`src/rtl/la_pkg.sv`:
```
// la_pkg: capture-sequencer state encodings and register offsets shared with host software
package la_pkg;
    typedef enum logic [2:0] {
        IDLE             = 3'd0,
        DRAIN            = 3'd1,
        MOVE_TO_POSITION = 3'd2,
        IN_POSITION      = 3'd3,
        CAPTURING        = 3'd4,
        CAPTURED         = 3'd5
    } state_t;
    localparam logic [15:0] REG_STATE         = 16'd0;
    localparam logic [15:0] REG_TRIGGER_LOC   = 16'd1;
    localparam logic [15:0] REG_REQUEST_START = 16'd2;
    localparam logic [15:0] REG_REQUEST_STOP  = 16'd3;
endpackage

```
`src/rtl/la_fsm_if.sv`:
```
// la_fsm_if: daisy-chained register bus, inputs from upstream and registered outputs downstream
interface la_fsm_if;
    logic [15:0] addr_i, wdata_i, rdata_i;
    logic [15:0] addr_o, wdata_o, rdata_o;
    logic        rw_i, valid_i, rw_o, valid_o;
    modport master (
        output addr_i, wdata_i, rdata_i, rw_i, valid_i,
        input  addr_o, wdata_o, rdata_o, rw_o, valid_o
    );
    modport slave (
        input  addr_i, wdata_i, rdata_i, rw_i, valid_i,
        output addr_o, wdata_o, rdata_o, rw_o, valid_o
    );
endinterface

```
`src/rtl/la_fsm.sv`:
```
// la_fsm: logic-analyzer capture sequencer driving sample-memory acquire/pop from a bus-mapped window
module la_fsm
    import la_pkg::*;
#(
    parameter int  BASE_ADDR    = 0,
    parameter int  SAMPLE_DEPTH = 1024,
    localparam int AW           = $clog2(SAMPLE_DEPTH)
) (
    input  logic        clk,
    input  logic        rst,
    input  logic        trig,
    input  logic [AW:0] fifo_size,
    output logic        acquire,
    output logic        pop,
    la_fsm_if.slave     bus
);
    state_t        state_q, state_d;
    logic [AW-1:0] trigger_loc_q, trigger_loc_d;
    logic [15:0]   addr_q, wdata_q, rdata_q, rdata_d;
    logic          rw_q, valid_q;
    logic [15:0]   off;
    logic          in_win, wr, rd, start, stop;
    logic [AW:0]   tl, depth;

    assign off    = bus.addr_i - 16'(BASE_ADDR);
    assign in_win = off < 16'd4;
    assign wr     = bus.valid_i && bus.rw_i && in_win;
    assign rd     = bus.valid_i && !bus.rw_i && in_win;
    assign start  = wr && off == REG_REQUEST_START && bus.wdata_i == 16'd1;
    assign stop   = wr && off == REG_REQUEST_STOP && bus.wdata_i == 16'd1;
    assign tl     = {1'b0, trigger_loc_q};
    assign depth  = (AW+1)'(SAMPLE_DEPTH);

    assign trigger_loc_d = !(wr && off == REG_TRIGGER_LOC && state_q == IDLE) ? trigger_loc_q :
                           {16'd0, bus.wdata_i} >= 32'(SAMPLE_DEPTH) ? AW'(SAMPLE_DEPTH - 1) :
                           bus.wdata_i[AW-1:0];
    assign rdata_d = !rd ? bus.rdata_i :
                     off == REG_STATE       ? 16'(state_q) :
                     off == REG_TRIGGER_LOC ? 16'(trigger_loc_q) : 16'd0;

    always_comb begin
        state_d = state_q;
        acquire = 1'b0;
        pop     = 1'b0;
        case (state_q)
            IDLE: if (start) state_d = fifo_size != '0 ? DRAIN : MOVE_TO_POSITION;
            DRAIN: begin
                pop = fifo_size != '0;
                if (fifo_size == '0) state_d = MOVE_TO_POSITION;
            end
            MOVE_TO_POSITION: begin
                acquire = fifo_size < tl;
                if (fifo_size == tl) state_d = IN_POSITION;
            end
            // acquire and pop together keep the pre-trigger window sliding at constant depth
            IN_POSITION: begin
                acquire = tl != '0;
                pop     = fifo_size == tl && fifo_size != '0;
                if (trig) state_d = CAPTURING;
            end
            CAPTURING: begin
                acquire = fifo_size < depth;
                if (fifo_size == depth) state_d = CAPTURED;
            end
            CAPTURED: state_d = CAPTURED;
            default:  state_d = IDLE;
        endcase
        if (stop) state_d = IDLE;
        if (rst) begin
            acquire = 1'b0;
            pop     = 1'b0;
        end
    end

    always_ff @(posedge clk) begin
        if (rst) begin
            state_q       <= IDLE;
            trigger_loc_q <= '0;
            addr_q        <= '0;
            wdata_q       <= '0;
            rdata_q       <= '0;
            rw_q          <= 1'b0;
            valid_q       <= 1'b0;
        end else begin
            state_q       <= state_d;
            trigger_loc_q <= trigger_loc_d;
            addr_q        <= bus.addr_i;
            wdata_q       <= bus.wdata_i;
            rdata_q       <= rdata_d;
            rw_q          <= bus.rw_i;
            valid_q       <= bus.valid_i;
        end
    end

    assign bus.addr_o  = addr_q;
    assign bus.wdata_o = wdata_q;
    assign bus.rdata_o = rdata_q;
    assign bus.rw_o    = rw_q;
    assign bus.valid_o = valid_q;
endmodule

```
`src/flat_wrapper.sv`:
```
// flat-port wrapper written by rule: the top's interface ports become plain ports
module la_fsm_flat import la_pkg::*;
#(
    parameter int  BASE_ADDR    = 0,
    parameter int  SAMPLE_DEPTH = 1024,
    localparam int AW           = $clog2(SAMPLE_DEPTH)
)
  (clk, rst, trig, fifo_size, acquire, pop, bus_addr_i, bus_wdata_i, bus_rdata_i, bus_rw_i, bus_valid_i, bus_addr_o, bus_wdata_o, bus_rdata_o, bus_rw_o, bus_valid_o);
  la_fsm_if bus_i ();
  input  logic clk;
  input  logic rst;
  input  logic trig;
  input  logic [AW:0] fifo_size;
  output logic acquire;
  output logic pop;
  input wire logic [$bits(bus_i.addr_i)-1:0] bus_addr_i;
  input wire logic [$bits(bus_i.wdata_i)-1:0] bus_wdata_i;
  input wire logic [$bits(bus_i.rdata_i)-1:0] bus_rdata_i;
  input wire logic [$bits(bus_i.rw_i)-1:0] bus_rw_i;
  input wire logic [$bits(bus_i.valid_i)-1:0] bus_valid_i;
  output wire logic [$bits(bus_i.addr_o)-1:0] bus_addr_o;
  output wire logic [$bits(bus_i.wdata_o)-1:0] bus_wdata_o;
  output wire logic [$bits(bus_i.rdata_o)-1:0] bus_rdata_o;
  output wire logic [$bits(bus_i.rw_o)-1:0] bus_rw_o;
  output wire logic [$bits(bus_i.valid_o)-1:0] bus_valid_o;
  assign bus_i.addr_i = bus_addr_i;
  assign bus_i.wdata_i = bus_wdata_i;
  assign bus_i.rdata_i = bus_rdata_i;
  assign bus_i.rw_i = bus_rw_i;
  assign bus_i.valid_i = bus_valid_i;
  assign bus_addr_o = bus_i.addr_o;
  assign bus_wdata_o = bus_i.wdata_o;
  assign bus_rdata_o = bus_i.rdata_o;
  assign bus_rw_o = bus_i.rw_o;
  assign bus_valid_o = bus_i.valid_o;
  la_fsm #(.BASE_ADDR(BASE_ADDR), .SAMPLE_DEPTH(SAMPLE_DEPTH)) u_core (.clk(clk), .rst(rst), .trig(trig), .fifo_size(fifo_size), .acquire(acquire), .pop(pop), .bus(bus_i));
endmodule
```
`config.mk`:
```
export PLATFORM = sky130hd
export DESIGN_NAME = la_fsm_flat
export DESIGN_NICKNAME = d
export VERILOG_FILES = /design/src/rtl/la_pkg.sv /design/src/rtl/la_fsm_if.sv /design/src/rtl/la_fsm.sv /design/src/flat_wrapper.sv
export SDC_FILE = /design/constraint.sdc
export NUM_CORES = 1
export LEC_CHECK = 0
export ABC_AREA = 1
export CAP_MARGIN = 15
export CORE_MARGIN = 2
export CORE_UTILIZATION = 38
export CTS_CLUSTER_SIZE = 25
export DETAILED_ROUTE_END_ITERATION = 8
export PLACE_DENSITY = 0.76
export REMOVE_ABC_BUFFERS = 1
export SYNTH_ARGS = -nofsm -noshare
export SYNTH_HDL_FRONTEND = slang
export SYNTH_SLANG_ARGS = --single-unit
```
`constraint.sdc`:
```
create_clock -name clk -period 1.4 [get_ports clk]
set_input_delay 0.21 -clock clk [delete_from_list [all_inputs] [get_ports clk]]
set_output_delay 0.21 -clock clk [all_outputs]
set_load 0.05 [all_outputs]
```
### Yosys cells after proc, flatten, opt, wreduce, memory -nomap -nowiden

Cells that the tools add are included.

| storage, ports and cells | value |
|---|---|
| register bits | 63 |
| output and inout port bits | 52 |
| logic and storage cells | 61 |

| cells by class | value |
|---|---|
| magnitude comparators | 4 |
| equal/unequal tests | 16 |
| mux-type cells | 15 |
| reduce and logical (&&, ||, !) cells | 19 |

Operator list:

| kind | count |
|---|---|
| equality test 16 x 1 -> 1 bit (second input constant) | 2 |
| equality test 16 x 2 -> 1 bit (second input constant) | 2 |
| 2-to-1 mux 16 bit | 2 |
| nonzero test 11 bit | 2 |
| 2-to-1 mux 10 bit | 2 |
| one-hot mux 3 bit (6 select lines) | 1 |
| >= comparator 16 x 11 -> 1 bit (second input constant) | 1 |
| logical NOT 16 bit | 1 |
| less-than comparator 16 x 3 -> 1 bit (second input constant) | 1 |
| 2-to-1 mux 3 bit | 5 |
| equality test 11 x 10 -> 1 bit | 1 |
| equality test 11 bit (second input constant) | 1 |
| logical AND 1 bit | 11 |
| logical NOT 11 bit | 1 |
| less-than comparator 11 x 10 -> 1 bit | 1 |
| less-than comparator 11 bit (second input constant) | 1 |
| != test 2 x 1 -> 1 bit (second input constant) | 4 |
| equality test 3 x 2 -> 1 bit (second input constant) | 2 |
| equality test 3 bit (second input constant) | 2 |
| AND reduction 5 bit | 1 |
| equality test 3 x 1 -> 1 bit (second input constant) | 1 |
| logical NOT 3 bit | 1 |
| one-hot mux 1 bit (3 select lines) | 1 |
| 2-to-1 mux 1 bit | 2 |
| other kinds (5) | 5 |

### Depth between registers and ports, before layout

| logic depth | value |
|---|---|
| depth in word-level cells | 6 |
| gate-level depth with buffers | 11 |
| depth with buffers taken out | 11 |

### Least setup slack after synthesis

Ideal clock, no wire load.

| path | value |
|---|---|
| kind | register to output |
| start | register u_core.trigger_loc_q[9] |
| end | output acquire |
| arrival time | 1.783 ns |
| data required time | 1.190 ns |
| slack | -0.593 ns |
| stages on the path, launching flop included | 10 |
| path buffers | 0 |
| cells stage by stage | dfxtp_1 -> inv_1 -> ha_1 -> nand2_1 -> nor2_1 -> nand2_1 -> inv_1 -> nand3_1 -> nand4_1 -> a31oi_1 |

| on the way | value |
|---|---|
| word-level cells in the longest chain between the ends | 3 |
| elaborated cells between the ends (all ways) | 4 |
| those cells by class | order compare: 1; mux: 2; reduce/logical: 1 |

Ends and longest elaborated chain:

| what | line | RTL |
|---|---|---|
| start, declared | la_fsm.sv:18 | `logic [AW-1:0] trigger_loc_q, trigger_loc_d;` |
| start signal, assigned | la_fsm.sv:86 | `trigger_loc_q <= trigger_loc_d;` |
| less-than comparator 11 x 10 -> 1 bit or nonzero test 11 bit (tied branches) | la_fsm.sv:52, la_fsm.sv:57 |  |
| one-hot mux 1 bit (3 select lines) (*) | la_fsm.sv:45 | `case (state_q)` |
| 2-to-1 mux 1 bit (*) | la_fsm.sv:69 | `if (rst) begin` |
| end, declared | flat_wrapper.sv:14 | `output logic acquire;` |

Mark *: on every way between the ends. The rest lies on a longest branch, timed or not.

### Final worst setup path

Same ends and word-level chain as after synthesis.

==> flow_summary.json <==
{
  "status": "finished with violations",
  "violations": "negative setup slack",
  "grt_setup_unrepaired": "yes",
  "drtIter0Drc": 162,
  "vias": 3187,
  "postRouteAntennaNets": 0,
  "async_flop_share": 0,
  "yosysMostFrequentCell": "nor2_1",
  "cts_hold_buf": 0,
  "hold_slack_ns": 0.0674,
  "synth_area_per_cell_um2": 7.17,
  "leakage_uw": 0.00248,
  "worstSetupEndpointType": "primary output",
  "initial_core_util": 0.393,
  "htreeDepth": 3,
  "syn_inst": 375,
  "critPathLaunchType": "flip-flop",
  "grt-ovfl-total": 0,
  "min_period_ns": 2.02,
  "n_antenna_cell": 0,
  "synth_enable_flop_cells": 0,
  "numClockSinks": 63,
  "grt_use_total": 0.251,
  "core_area_um2": 6830,
  "multi_input_area_um2": 1440,
  "clock.fmax_mhz": 496,
  "final-seq-area_um2": 1270,
  "seq_area_frac_synth": 0.469,
  "n_fill_cell": 441,
  "ir_worst_vdd_mv": 0.582,
  "criticalPathCategory": "flip-flop to primary output",
  "grt_max_degree": 25,
  "io_pins": 116,
  "finalSetupViolations": 7,
  "num_rows": 30,
  "nets": 632,
  "wl_mm": 9.98,
  "finClkSkew_ns": 0.00863,
  "cts_made_buffers": 9,
  "r2r_slack_ns": -0.30,
  "cp_max_fo": 2,
  "tightestPinTransition_ns": 0.340,
  "grt_pass1_wl_mm": 14.7,
  "layout-drive-gt1-share": 0.366,
  "wl_per_cell_um": 15.1,
  "fp.dieW_um": 88.1,
  "routabilityCongestion": 0.878,
  "ys_types": 29,
  "cts_root_buf": "clkbuf_8",
  "synth_largest_area_cell": "dfxtp_1",
  "slew_headroom": 0.773,
  "firstDrtPassIters": 5,
  "tritoncts": "yes",
  "cap_violations": 0,
  "clock_latency_ns": 0.34,
  "grt_pass1_vias": 3206,
  "slew_viol_final": 0,
  "path_clk_slew_ns": 0.07,
  "routed_via_density": 4.84,
  "syn_area_um2": 2690,
  "area_growth_pct": 102,
  "ys_warn_count": 0,
  "final_hold_viol_count": 0,
  "dpl_worst_slack_ns": -0.624,
  "clk_path_buf_depth": 2,
  "antenna_found_initial": 0,
  "ys_seq_elements": 63,
  "ys_top_cells_by_area": "dfxtp_1 (47%), nor2_1 (13%), nand2_1 (9.1%)",
  "hp-class": "primary input to flip-flop",
  "port-buffer-count": 115,
  "synth_commonest_cells": "nor2_1 (95), nand2_1 (65), dfxtp_1 (63), inv_1 (59), nand3_1 (22)",
  "post-synth-top-area-fraction": 0.469,
  "yosys_most_used_dff": "dfxtp_1",
  "chipHeight_um": 88.1,
  "finalCritPeriodShare": 1.44,
  "required_ns": 1.19,
  "p_per_area_nw_per_um2": 891,
  "cp_data_arrival_time_ns": 1.81,
  "dieArea_um2": 7760,
  "fin_ws_ns": -0.616,
  "drc": 0,
  "dp_hpwl_mm": 6.31
}
## power breakdown
| part | leakage, uW | internal, uW | total, uW | switching [uW] |
|---|---|---|---|---|
| clock | 0.000109 | 964 | 1660 | 700 |
| sequential | 0.000526 | 1880 | 1950 | 70.8 |
| combinational | 0.00185 | 611 | 1220 | 609 |
## placed cells by master (no fill, tap or decap), types with 2 or more instances in the layout
cell	netlist	layout
nor2_2	2	2
inv_2	2	8
nand4_1	5	5
a21oi_4	0	2
clkdlybuf4s15_1	0	5
nand2_4	1	3
dfxtp_1	63	54
nand3_2	0	4
nand2_1	65	54
nor2_4	1	7
dfxtp_2	0	9
nor2_1	95	89
buf_12	0	53
clkinv_2	1	2
clkbuf_8	0	12
buf_4	0	62
inv_1	59	52
clkbuf_2	0	7
o21ai_1	7	6
ha_4	0	6
o21ai_2	3	6
nand2_2	2	10
o21ai_0	7	5
nor3_4	2	3
ha_1	10	4
a21oi_1	11	8
dlygate4sd2_1	0	4
clkdlybuf4s50_1	0	46
nand3_1	22	17
nand2_8	0	2
## worst max-delay path, stage by stage (launching register included)
cell and delay [ns]:
dfxtp_2 0.34, inv_2 0.06, ha_4 0.28, nand2_4 0.05
nor2_4 0.11, nand2_2 0.06, inv_2 0.07, nand3_2 0.08
nand4_1 0.15, a31oi_4 0.11, buf_12 0.17
## final timing paths
path | end | start | depth (start not counted)
hold / removal | u_core.bus.addr_o[15] | bus_addr_i[15] | 3
setup / recovery | acquire | u_core.trigger_loc_q[9] | 10
setup reg to reg | u_core.state_q[2] | u_core.trigger_loc_q[7] | 11
hold reg to reg | u_core.trigger_loc_q[2] | u_core.trigger_loc_q[2] | 2
## stage by stage
| step | std cells | instance area [um^2] | power, uW | setup TNS (ns) | util |
|---|---|---|---|---|---|
| floorplan | 366 | 2650 | 2410 | -1.37 | - |
| global placement | 618 | 4740 | 3070 | -13.60 | 0.695 |
| detailed placement | 618 | 4740 | 3090 | -15.41 | 0.695 |
| CTS | 658 | 5290 | 4770 | -1.70 | 0.774 |
| global route | 659 | 5420 | 4990 | -3.34 | 0.794 |
| finish | 659 | 5420 | 4830 | -2.23 | 0.794 |
## flip-flops by register name, indices dropped and copies added, names as in the netlist
signal and flops:
u_core.bus.addr_o 16, u_core.state_q 3, u_core.trigger_loc_q 10, u_core.bus.rw_o 1
u_core.bus.valid_o 1, u_core.bus.wdata_o 16, u_core.bus.rdata_o 16
## per-layer routing
| metal | wire [um] | track usage | vias to the layer above |
|---|---|---|---|
| li1 | - | - | 1519 |
| met1 | 3690 | 0.269 | 1461 |
| met2 | 5170 | 0.452 | 165 |
| met3 | 670 | 0.0641 | 42 |
| met4 | 447 | 0.129 | 0 |
| met5 | 0 | 0 | - |
## cell type report
cell class | count | area share
Inverter | 62 | 0.0448
Multi-Input combinational cell | 242 | 0.265
Sequential cell | 63 | 0.235
Tap cell | 96 | 0.0221
Clock inverter | 3 | 0.00738
Timing Repair Buffer | 179 | 0.393
Clock buffer | 13 | 0.0311
Timing Repair inverter | 1 | 0.00208
## cell families after synthesis
logic type,after synthesis,share of synthesized area
fa+ha+maj,10,0.0466
compound gates,32,0.0670
simple gates,199,0.314
buf+inv,71,0.103
flops,63,0.469
## what timing repair did
action	CTS	global route
gates resized for setup	58	55
endpoints found under the setup margin	23	31
cloned	2	0
setup buffers	22	1
pin swaps	31	32
endpoints found under the hold margin	0	0
No activity file was read; power rests on OpenSTA's default activity.
